--- config.mk ---
export PLATFORM = sky130hd
export DESIGN_NAME = conv_image_ram
export DESIGN_NICKNAME = d
export VERILOG_FILES = /design/src/rtl/conv_pkg.sv /design/src/rtl/conv_image_ram.sv
export SDC_FILE = /design/constraint.sdc
export NUM_CORES = 1
export LEC_CHECK = 0
export ABC_AREA = 1
export CAP_MARGIN = 25
export CORE_ASPECT_RATIO = 0.75
export CORE_MARGIN = 8
export CORE_UTILIZATION = 35
export CTS_CLUSTER_DIAMETER = 60
export DETAILED_ROUTE_END_ITERATION = 7
export PLACE_DENSITY_LB_ADDON = 0.12
export SLEW_MARGIN = 20
export SYNTH_ARGS = -nofsm -noshare
export SYNTH_HDL_FRONTEND = slang
export SYNTH_SLANG_ARGS = --single-unit
--- constraint.sdc ---
create_clock -name clk -period 23.5 [get_ports clk]
set_input_delay 4.7 -clock clk [delete_from_list [all_inputs] [get_ports clk]]
set_output_delay 4.7 -clock clk [all_outputs]
set_load 0.005 [all_outputs]
--- src/rtl/conv_pkg.sv ---
// ----------------------------------------------------------------------------
// conv_pkg
// Shared constants and types for the 8x8 image path: the frame RAM and the
// 3x3 convolution engine (and its bench) agree on geometry through here.
//   IMG_W, IMG_H   frame width/height in pixels
//   PIX_W          pixel width in bits
//   ADDR_W         row-major pixel index width (line*IMG_W + column)
//   default_pixel  content of a word after reset: its own index, zero-extended
// ----------------------------------------------------------------------------
package conv_pkg;

    localparam int IMG_W  = 8;
    localparam int IMG_H  = 8;
    localparam int PIX_W  = 8;
    localparam int ADDR_W = 6;

    typedef logic [PIX_W-1:0]  pixel_t;
    typedef logic [ADDR_W-1:0] pix_addr_t;

    function automatic pixel_t default_pixel(input pix_addr_t addr);
        return pixel_t'(addr);
    endfunction

endpackage

--- src/rtl/conv_image_ram.sv ---
// ----------------------------------------------------------------------------
// conv_image_ram
// Single-port synchronous 64x8 frame memory (one 8x8 frame, row-major).
// Asynchronous reset reloads the default frame mem[i] = i so the convolver can
// run without a prior write phase.
//
// Ports:
//   clk      rising-edge clock
//   rst      asynchronous active-high reset
//   wr       write enable, writes din at address on the clock edge
//   address  row-major pixel index
//   din      write data
//   dout     registered read data, one-cycle latency, updated every edge
//
// Build option:
//   CONV_RAM_WRITE_FIRST_EN  defined   -> read-during-write returns din
//                            undefined -> read-during-write returns old word
// ----------------------------------------------------------------------------
module conv_image_ram
    import conv_pkg::*;
#(
    parameter int DATA_W = 8,
    parameter int ADDR_W = 6,
    parameter int DEPTH  = 64
) (
    input  logic              clk,
    input  logic              rst,
    input  logic              wr,
    input  logic [ADDR_W-1:0] address,
    input  logic [DATA_W-1:0] din,
    output logic [DATA_W-1:0] dout
);

    generate
        if (DEPTH != 2**ADDR_W) begin : g_bad_depth
            $error("conv_image_ram: DEPTH must equal 2**ADDR_W");
        end
    endgenerate

    logic [DATA_W-1:0] r_mem [DEPTH];
    logic [DATA_W-1:0] r_dout;

    // Memory lives in flops because the reset must restore every word
    // asynchronously; a macro RAM could not honour that.
    always_ff @(posedge clk or posedge rst) begin
        if (rst) begin
            for (int i = 0; i < DEPTH; i++) begin
                r_mem[i] <= DATA_W'(default_pixel(conv_pkg::pix_addr_t'(i)));
            end
        end else if (wr) begin
            r_mem[address] <= din;
        end
    end

    always_ff @(posedge clk or posedge rst) begin
        if (rst) begin
            r_dout <= '0;
        end else begin
`ifdef CONV_RAM_WRITE_FIRST_EN
            r_dout <= wr ? din : r_mem[address];
`else
            // Read-first: the array still holds the pre-write word on this edge.
            r_dout <= r_mem[address];
`endif
        end
    end

    assign dout = r_dout;

endmodule

Word level (Yosys, flattened, before mapping)
Index checks and enable logic that the tools add are counted.
{"block": "word_totals", "in_bits": 17, "output_inout_bits": 8, "register_bits": 520, "word_cells": 75}
{"block": "classes", "n_mux": 6, "reduce_logical": 1, "order_cmp": 2, "bitwise": 1}
{"op": "bitwise mux 512 bit", "count": 1}
{"op": "binary-select mux 8 bit (select 6 bit)", "count": 1}
{"op": "demux 8 bit (select 6 bit)", "count": 1}
{"op": "two-way mux 8 bit", "count": 3}
{"op": ">= comparator 7 bit, second input constant", "count": 1}
{"op": "less-than comparator 7 x 1 -> 1 bit, second input constant", "count": 1}
{"op": "inverter 6 -> 7 bit", "count": 1}
{"op": "logical AND 1 bit", "count": 1}

Longest topological paths before layout
Gate-level depths: netlist of run 1.
{"block": "depth", "depth_word": 6, "ltp_mapped": 13, "depth_no_buf": 11}

Least setup slack after synthesis of run 1
OpenSTA, ideal clock, no wires.
{"block": "synth_timing", "path_type": "in2reg", "from": "input port address[2]", "to": "register r_mem[184] (netlist name)", "path_slack_ns": 17.367, "path_buffers": 2, "arrival_time_ns": 5.997, "stages": 8, "setup_ns": 0.136, "required_ns": 23.364, "cell_sequence": "buf_4 nor2_2 inv_1 nor2_1 nand2_1 nor2_1 buf_2 a21oi_1"}
{"block": "synth_between", "elab_chain_cells": 6, "word_cells_on_any_way": 7, "cone_classes": "2 x order compare; 3 x mux; 1 x bitwise; 1 x reduce/logical"}
{"item": "from (decl)", "line_no": "conv_image_ram.sv:29", "text": "input logic [ADDR_W-1:0] address,"}
{"item": "inverter 6 -> 7 bit (implied by the code) *", "line_no": "conv_image_ram.sv:51", "text": "r_mem[address] <= din;"}
{"item": ">= comparator 7 bit (implied by the code) / less-than comparator 7 x 1 -> 1 bit (equally long branches)", "line_no": "conv_image_ram.sv:51"}
{"item": "logical AND 1 bit (implied by the code)", "line_no": "conv_image_ram.sv:51"}
{"item": "two-way mux 8 bit (implied by the code)", "line_no": "conv_image_ram.sv:51"}
{"item": "demux 8 bit (select 6 bit) *", "line_no": "conv_image_ram.sv:51"}
{"item": "bitwise mux 512 bit *", "line_no": "conv_image_ram.sv:51"}
{"item": "to (signal, indexed assignment)", "line_no": "conv_image_ram.sv:48", "text": "r_mem[i] <= DATA_W'(default_pixel(conv_pkg::pix_addr_t'(i)));"}
{"item": "to (signal, indexed assignment)", "line_no": "conv_image_ram.sv:51"}
{"item": "to (decl)", "line_no": "conv_image_ram.sv:40", "text": "logic [DATA_W-1:0] r_mem [DEPTH];"}
Every way passes the cells marked *; elsewhere a longest branch is shown, timed or not.
A chain may end at the register's enable or synchronous reset.

Final worst setup path of run 1
{"block": "layout_timing", "from": "input port address[2]", "to": "register r_mem[395] (netlist name)"}
The elaborated chain is that of the path after synthesis.

==> results of run 1 <==
[power groups by stage]
| stage | Sequential, mW | Combinational, mW | Clock, mW |
|---|---|---|---|
| 6_report | 1.12 | 0.324 | 0.895 |
| 5_1_grt | 1.14 | 0.379 | 0.955 |
| 4_1_cts | 1.12 | 0.327 | 0.922 |
| 3_5_place_dp | 1.14 | 0.326 | 0 |
| 3_3_place_gp | 1.13 | 0.319 | 0 |
| 2_1_floorplan | 1.12 | 0.232 | 0 |
[cell families after synthesis]
| kind of cell | share of synthesized area (%) |
|---|---|
| AND/OR/NAND/NOR | 30.36 |
| buffers and inverters | 4.587 |
| AO/OA/AOI/OAI | 11.31 |
| flip-flops | 53.75 |
[sequential cells by signal (all words and copies together), names as in the netlist]
register,count
dout,8
r_mem,512
[synth_stat cells]
library cell	n	area share, %
sky130_fd_sc_hd__dfrtp_1	328	33
sky130_fd_sc_hd__buf_2	31	0.63
sky130_fd_sc_hd__nand3_1	8	0.16
sky130_fd_sc_hd__a21oi_1	61	1.2
sky130_fd_sc_hd__inv_1	68	1.0
sky130_fd_sc_hd__inv_2	4	0.061
sky130_fd_sc_hd__buf_1	15	0.23
sky130_fd_sc_hd__nor3_4	2	0.13
sky130_fd_sc_hd__buf_4	1	0.030
sky130_fd_sc_hd__dfstp_2	192	20
sky130_fd_sc_hd__o211ai_1	4	0.12
sky130_fd_sc_hd__nand2_1	1830	28
sky130_fd_sc_hd__nor2_2	12	0.30
sky130_fd_sc_hd__o21ai_0	490	9.9
sky130_fd_sc_hd__nor3_1	4	0.081
sky130_fd_sc_hd__clkbuf_1	171	2.6
sky130_fd_sc_hd__nor2_1	97	1.5
sky130_fd_sc_hd__or2_2	4	0.10
sky130_fd_sc_hd__nor3_2	6	0.24
[final cells by class]
type                       count  area share (%)
antenna                        3         0.02741
clock buffer                  91           6.112
timing repair buffer          57           1.964
clock inverter                14          0.5665
tap                          946           4.322
sequential                   520           48.39
inverter                      72           1.042
multi-input combinational   2518           37.58
[critical path: cells and delay by family]
| family | cells | cell delay [ns] |
|---|---|---|
| AOI/OAI and AO/OA | 1 | 0.35 |
| buffers and inverters | 2 | 1.17 |
| and+or+nand+nor | 3 | 1.76 |
[per-stage QoR]
| step | power (mW) | worst slack [ns] | hold slack, ns |
|---|---|---|---|
| floorplan | 1.350 | 4.591 | 0.4457 |
| global placement | 1.453 | 15.31 | 0.4632 |
| detailed placement | 1.462 | 15.30 | 0.4677 |
| CTS | 2.372 | 15.96 | 0.4831 |
| global route | 2.473 | 15.75 | 0.5037 |
| finish | 2.344 | 15.99 | 0.4839 |
[cells in the final DEF (no fill, tap or decap), types with 2 or more instances in the layout]
cell	Yosys	routed
sky130_fd_sc_hd__nor3_2	6	7
sky130_fd_sc_hd__clkbuf_16	0	57
sky130_fd_sc_hd__or2_2	4	4
sky130_fd_sc_hd__diode_2	0	3
sky130_fd_sc_hd__buf_12	0	2
sky130_fd_sc_hd__inv_2	4	11
sky130_fd_sc_hd__clkinv_2	0	8
sky130_fd_sc_hd__nor3_4	2	3
sky130_fd_sc_hd__nand2_1	1830	1830
sky130_fd_sc_hd__o211ai_1	4	4
sky130_fd_sc_hd__clkbuf_1	171	22
sky130_fd_sc_hd__dfstp_2	192	192
sky130_fd_sc_hd__nor2_2	12	13
sky130_fd_sc_hd__o21ai_0	490	490
sky130_fd_sc_hd__a21oi_1	61	61
sky130_fd_sc_hd__inv_6	0	3
sky130_fd_sc_hd__bufinv_16	0	3
sky130_fd_sc_hd__nor2_1	97	96
sky130_fd_sc_hd__buf_6	0	2
sky130_fd_sc_hd__inv_1	68	58
sky130_fd_sc_hd__nor3_1	4	2
sky130_fd_sc_hd__clkbuf_8	0	12
sky130_fd_sc_hd__nand3_1	8	8
sky130_fd_sc_hd__dfrtp_1	328	328
sky130_fd_sc_hd__clkdlybuf4s50_1	0	21
sky130_fd_sc_hd__buf_4	1	29
[how the worst min path moves through the flow]
stage / from / end / slack (ns) / cells past startpoint
CTS: r_mem[325] / r_mem[325] / 0.48 / 2
detailed placement: r_mem[325] / r_mem[325] / 0.47 / 2
global placement: r_mem[317] / r_mem[317] / 0.46 / 2
global route: r_mem[75] / r_mem[75] / 0.50 / 2
floorplan: r_mem[285] / r_mem[285] / 0.45 / 2
finish: r_mem[358] / r_mem[358] / 0.48 / 2
[routing by layer]
layer | wire, um | up-vias
li1 | - | 10180
met1 | 41640 | 10120
met2 | 32550 | 477
met3 | 4385 | 86
met4 | 1429 | 0
met5 | 0 | -
==> results, run 1 <==
- The run finished with clean final reports.
- The internal power of the cells is 1.683 mW.
- The final layout contains routed wiring with a total length of 80000 um.
- Static timing analysis puts the maximum clock frequency at 133.1 MHz.
- The total count of hold-check failures in the final report is 0.
- The fill cell instance count of the final layout is 7360.
- The number of gates resized after CTS was 0.
- Of all nets on the critical path, the largest fanout is 40.
- For this design the ratio of total power to cell area is 85.59 nW/um^2.
- The top-level port count is 25.
- The average cell area after synthesis is 7.409 sq um.
- The cts-stage hold buffer count is 0.
- For the worst flop-to-flop path, the logic depth is 10.
- The wire length of the first global-routing pass is 125600 um.
- The core region is 69890 sq um.
- The slowest library cell on the worst path is sky130_fd_sc_hd__nor3_4.
- The timing startpoint of the critical path is address[2].
- After clock tree synthesis, the clock-pin slew on the worst setup and hold paths is 0.06 ns.
- The minimum clock period is 7.512 ns.
- The count of buffers from port buffering is 24.
- In the final layout, the share of cells above drive strength 1 is 10.76%.
- The die covers 79290 sq um.
- No sink is reached through more buffers than the 3 on the longest clock path.
- The number of nets handed over by synthesis was 3345.
- From left edge to right edge, the die measures 322.5 um.
- The pre-antenna-repair detailed-routing pass consisted of 6 iterations.
- The all-layer global routing usage is 20.21%.
- The synthesized design contains 520 register bits.
- Summed over all failing endpoints, the final setup total negative slack is 0 ns.
- Counting every sink on the clock net gives 520.
- Dividing the detail-routed wire length by the instance count gives 18.95 um.
- The busiest metal layer after global routing is met1.
- Clock tree synthesis inserted a total of 56 buffers.
- The H-tree generated during clock tree synthesis spans 2 levels.
- The arrival time of data at the critical path endpoint is 8.03 ns.
- The utilization of the core after routing is 39.19%.
- The largest stage delay on the critical path is 0.77 ns.
- The cell with the most instances on the worst path is sky130_fd_sc_hd__nand2_1.
- The detail route stage leaves a number of antenna-violating nets equal to 0.
- In this run the critical register-to-register path is launched from r_mem[476].
- The number of cells after detailed placement is 4110.
- In this run, distinct cell masters in the synthesized netlist total 19.
- The area added between synthesis and finish is 11.08%.
- The standard-cell row count is 84.
- The clock power share is 38.2%.
- The critical path endpoint category is a flip-flop.
- Global routing finished with a remaining overflow of 0.
- The met2 usage is 29.06%.
- The total number of vias is 20860.
- The part of the total power dissipated in combinational logic is 13.8%.
- The setup slack on the worst flop-to-flop path is 21.87 ns.
- The number of pins with negative max-slew slack in the final report is 0.
- Across the VDD grid, the largest voltage drop is 67.05 uV.
- Clock skew on the completed layout was measured at 0.02625 ns.
- The number of warning messages in the yosys log is 0.
- The normalized max-slew margin is 10.82%.
- The final instance count without filler cells is 4221.
- The fraction of the cycle the final worst path needs is 31.96%.
- At the pin with the least slew margin, the transition time is 1.338 ns.
- The cell sitting at the root of the clock tree is a sky130_fd_sc_hd__clkbuf_16.
- The path type of the worst setup path is primary input to flip-flop.
- The violation count after the first detailed-route iteration is 1983.
- The area of the multi-input gates is 10290 sq um.
- After synthesis the cells add up to 24660 sq um.
- TritonCTS built the clock tree.
- The number of nets at the end of the flow is 3242.
- The effective utilization at floorplan is 35.28%.
- The net load switching power is 661.1 uW.
- Detailed placement finished with a half-perimeter wire length of 48000 um.
- The endpoint of the lowest-slack register-to-register path is dout[4].
- The most critical setup path has its endpoint at r_mem[395].
- The cell area reported after detailed placement is 25500 sq um.
- The clock latency at the later pin of the worst-skew pair is 0.63 ns.
- Data on the critical path is required at its endpoint by 24.02 ns.
- The leakage power total is 13.23 nW.
- The gate count after technology mapping is 3328.
- Global routing consumed, on the met1 layer, 31.63% of the routing resources.
- In this run the vertical extent of the chip is 245.9 um.
- The signal on the critical path passes through buf_2 -> buf_4 -> nand2_1 -> nor3_4 -> nand2_1 -> o21ai_0.
- The met3 global-route usage is 3.124%.
- The initial antenna violation count is 0.
- After routing the design area is 27390 sq um.
- Sequential cells account for 48.0% of the total power.
- The type of element launching the critical path is a primary input.
- For this run, design rule violations remaining after detail routing come to 0.
- The global placer's final weighted congestion is 0.8105.
- Post-CTS timing repair inserted 0 buffers for setup.
- For this run, the register share of the synthesized area comes to 53.75%.
- The path category of the worst min-delay check is flip-flop to flip-flop.
- The number of global-route vias before repair is 20320.
- The setup-violating endpoint count in the final report is 0.
- Entering global routing, the biggest net connects 206 pins.
- The flip-flop and latch area is 13250 sq um.
- In the routed layout, each cell is associated on average with a via count of 4.941.
- The number of max-capacitance violations reported is 0.
- Setup repair after global routing left no endpoint under its margin.
- Of the total power, the share spent switching nets is 28.20%.
Power figures use the tool's default switching activity.
==> inputs of run 2 (changes only) <==
clock period = 7.1 ns   (was 23.5 ns; I/O delays follow)
==> results, run 2 (synthesis gave the netlist of run 1 again) <==
- The final instance count without filler cells was 4220 (-0.024%).
- The wire length of the first global-routing pass is 124700 um (-0.67%).
- The number of clock buffers inserted by TritonCTS is 56 (unchanged).
- The clock sink count came to 520 (unchanged).
- The remaining routing DRC violations is 0 (unchanged).
- The setup-violating endpoint count in the final report is 0 (unchanged).
- Dividing the final minimum period by the clock period gives 53.51%.
- The number of max-capacitance violations reported is 0 (unchanged).
- The average detailed-routed wire length per instance is 18.95 um (about the same).
- The maximum buffer depth of the clock tree came to 3 (unchanged).
- The number of detailed-route iterations in the first pass was 5 (-1).
- The startpoint of the most critical hold path is r_mem[471].
- The fraction of final layout cells with drive strength greater than 1 is 10.97% (+0.21 points).
- The total half-perimeter wirelength after legalization and detailed placement came to 46700 um (-2.7%).
- The maximum number of pins on one net before global-route repair is 150 (-27%).
- The endpoint of the lowest-slack register-to-register path is dout[2].
- The leakage power total is 13.29 nW (+0.46%).
- STA classifies the critical path startpoint as a primary input.
- The top-level port count is 25 (unchanged).
- The tightest min-delay check is of the flip-flop to flip-flop type.
- The height of the die came to 245.9 um (unchanged).
- The number of cells on the worst reg-to-reg path is 10 (unchanged).
- The flow ran to the end, and the final reports show no timing, DRC or antenna violations.
- The total count of hold-check failures in the final report is 0 (unchanged).
- The worst supply voltage drop on vdd was 185.4 uV (+180%).
- The cell area reported after detailed placement is 25540 sq um (+0.13%).
- The arrival time of data at the critical path endpoint is 4.22 ns (-3.81 ns).
- The count of buffers from port buffering was 24 (unchanged).
- The global placer's final weighted congestion is 0.8215 (+1.4%).
- The final setup TNS is 0 ns (unchanged).
- The area of the die is 79290 sq um (unchanged).
- TritonCTS built the clock tree.
- The cts-stage hold buffer count is 0 (unchanged).
- The post-cts gate resize count came to 0 (unchanged).
- The endpoint required time on the critical path was 7.53 ns (-16.49 ns).
- The clock edge transition at the registers on the reported setup and hold paths was 0.06 ns (about the same).
- Counting flops per register, the top entry is r_mem.
- The worst setup path is captured at a flip-flop.
- The clock latency at the later pin of the worst-skew pair is 0.62 ns (about the same).
- The number of cells after detailed placement is 4113 (+0.073%).
- Setup repair after global routing left no endpoint under its margin.
- The library cells used most frequently in the layout, excluding fill and tap cells, are 1830 x sky130_fd_sc_hd__nand2_1, 490 x sky130_fd_sc_hd__o21ai_0, 328 x sky130_fd_sc_hd__dfrtp_1.
- The reg-to-reg startpoint is r_mem[282].
- The tree is rooted in a sky130_fd_sc_hd__clkbuf_16.
- The normalized max-slew margin is 32.08% (+21 points).
- The library cell used most frequently in the layout, excluding fill and tap cells, is sky130_fd_sc_hd__nand2_1.
- The number of flip-flops in the largest register is 512 (unchanged).
- The largest driver fanout on the critical path is 149 (+270%).
- The effective utilization at floorplan is 35.28% (unchanged).
- The cell area power density is 286.9 nW/um^2 (+240%).
- The fmax is 263.2 MHz.
- The number of pins with negative max-slew slack in the final report is 0 (unchanged).
- The number of cells on the worst hold path is 2 (unchanged).
- The placeable core area is 69890 sq um (unchanged).
- The fill cell instance count of the final layout is 7355 (-0.068%).
- The post-CTS setup buffer count is 0 (unchanged).
- The path with the worst hold slack has its endpoint at r_mem[471].
- The maximum level of the CTS H-tree is 2 (unchanged).
- The number of nets at the end of the flow is 3244 (+0.062%).
- The setup slack on the worst flop-to-flop path is 5.15 ns (-16.72 ns).
- The initial antenna violation count came to 0 (unchanged).
- The total wirelength of the detailed-routed design is 79950 um (about the same).
- The violation count after the first detailed-route iteration is 2018 (+1.8%).
- The detailed-route vias per instance is 4.960 (+0.38%).
- The post-route standard cell area excluding fillers was 27480 sq um (+0.35%).
- The die boundary width is 322.5 um (unchanged).
- The all-layer global routing usage is 20.13% (-0.081 points).
- The total number of vias came to 20930 (+0.36%).
- The setup clock skew after layout is 0.01474 ns (-0.01151 ns).
- The minimum clock period is 3.799 ns.
- The area added between synthesis and finish is 11.46%.
- The actual transition at the worst max-transition pin is 1.019 ns (-0.3189 ns).
- The power consumption came to 7.884 mW (+240%).
- The worst setup path is of the primary input to flip-flop kind.
- The antenna violation net count after detailed routing is 0 (unchanged).
- The number of global-route vias before repair is 20300 (-0.098%).
- The aggregate global routing overflow was 0 (unchanged).
- The standard-cell row count is 84 (unchanged).
[run 2: changes by cell type in the layout (fill, tap and decap cells not counted), moves of 2 or more]
cell | previous run | this run
sky130_fd_sc_hd__clkbuf_1 | 22 | 15
sky130_fd_sc_hd__inv_6 | 3 | 1
sky130_fd_sc_hd__buf_12 | 2 | 4
sky130_fd_sc_hd__buf_6 | 2 | 0
sky130_fd_sc_hd__diode_2 | 3 | 1
sky130_fd_sc_hd__buf_4 | 29 | 32
sky130_fd_sc_hd__clkbuf_8 | 12 | 15
sky130_fd_sc_hd__bufinv_16 | 3 | 5
[run 2: power by group]
group          internal [mW]  switching [mW]
Sequential              3.50           0.213
Combinational          0.359           0.724
Clock                   1.83            1.26
Total                   5.69            2.19
[run 2: stage by stage]
step / setup slack, ns / hold WS, ns / util (%)
after floorplan: -1.227 / 0.4457 / -
after global placement: 2.728 / 0.4648 / 36.54
after detailed placement: 2.717 / 0.4728 / 36.54
after CTS: 3.367 / 0.4879 / 39.30
after global routing: 3.148 / 0.4972 / 39.32
final: 3.301 / 0.4823 / 39.32
[run 2: worst max-delay path, cell delays in order]
cell and delay (ns):
sky130_fd_sc_hd__buf_8 0.33, sky130_fd_sc_hd__inv_6 0.36, sky130_fd_sc_hd__buf_12 0.46, sky130_fd_sc_hd__nand2_1 0.14, sky130_fd_sc_hd__nand2_1 0.06, sky130_fd_sc_hd__nand2_1 0.06
sky130_fd_sc_hd__nand2_1 0.11, sky130_fd_sc_hd__nand2_1 0.10, sky130_fd_sc_hd__nand2_1 0.07, sky130_fd_sc_hd__nand2_1 0.12, sky130_fd_sc_hd__nand2_1 0.07, sky130_fd_sc_hd__nor2_1 0.52
sky130_fd_sc_hd__nand2_1 0.24
[run 2: how the worst max path moves through the flow]
| stage | from | endpoint | slack (ns) |
|---|---|---|---|
| 2_1_floorplan | rst | dout[0] | -1.23 |
| 3_3_place_gp | address[2] | r_mem[145] | 2.73 |
| 3_5_place_dp | address[1] | r_mem[188] | 2.72 |
| 4_1_cts | address[1] | r_mem[190] | 3.37 |
| 5_1_grt | address[0] | dout[2] | 3.15 |
| 6_report | address[0] | dout[2] | 3.30 |
[run 2: area by class of cell]
class / count / area, sq um / area share (%)
sequential: 520 / 13250 / 48.22
multi-input combinational: 2518 / 10280 / 37.42
clock buffer: 88 / 1714 / 6.237
tap: 946 / 1184 / 4.307
timing repair buffer: 59 / 550.5 / 2.003
inverter: 72 / 281.5 / 1.024
clock inverter: 16 / 215.2 / 0.7830
antenna: 1 / 2.502 / 0.009105
[run 2: per-layer routing]
metal	track usage [%]	wire (um)	up-vias
li1	-	-	10180
met5	0	0	-
met2	29.72	33580	552
met3	3.897	5009	88
met4	4.543	1434	0
met1	30.25	39930	10110
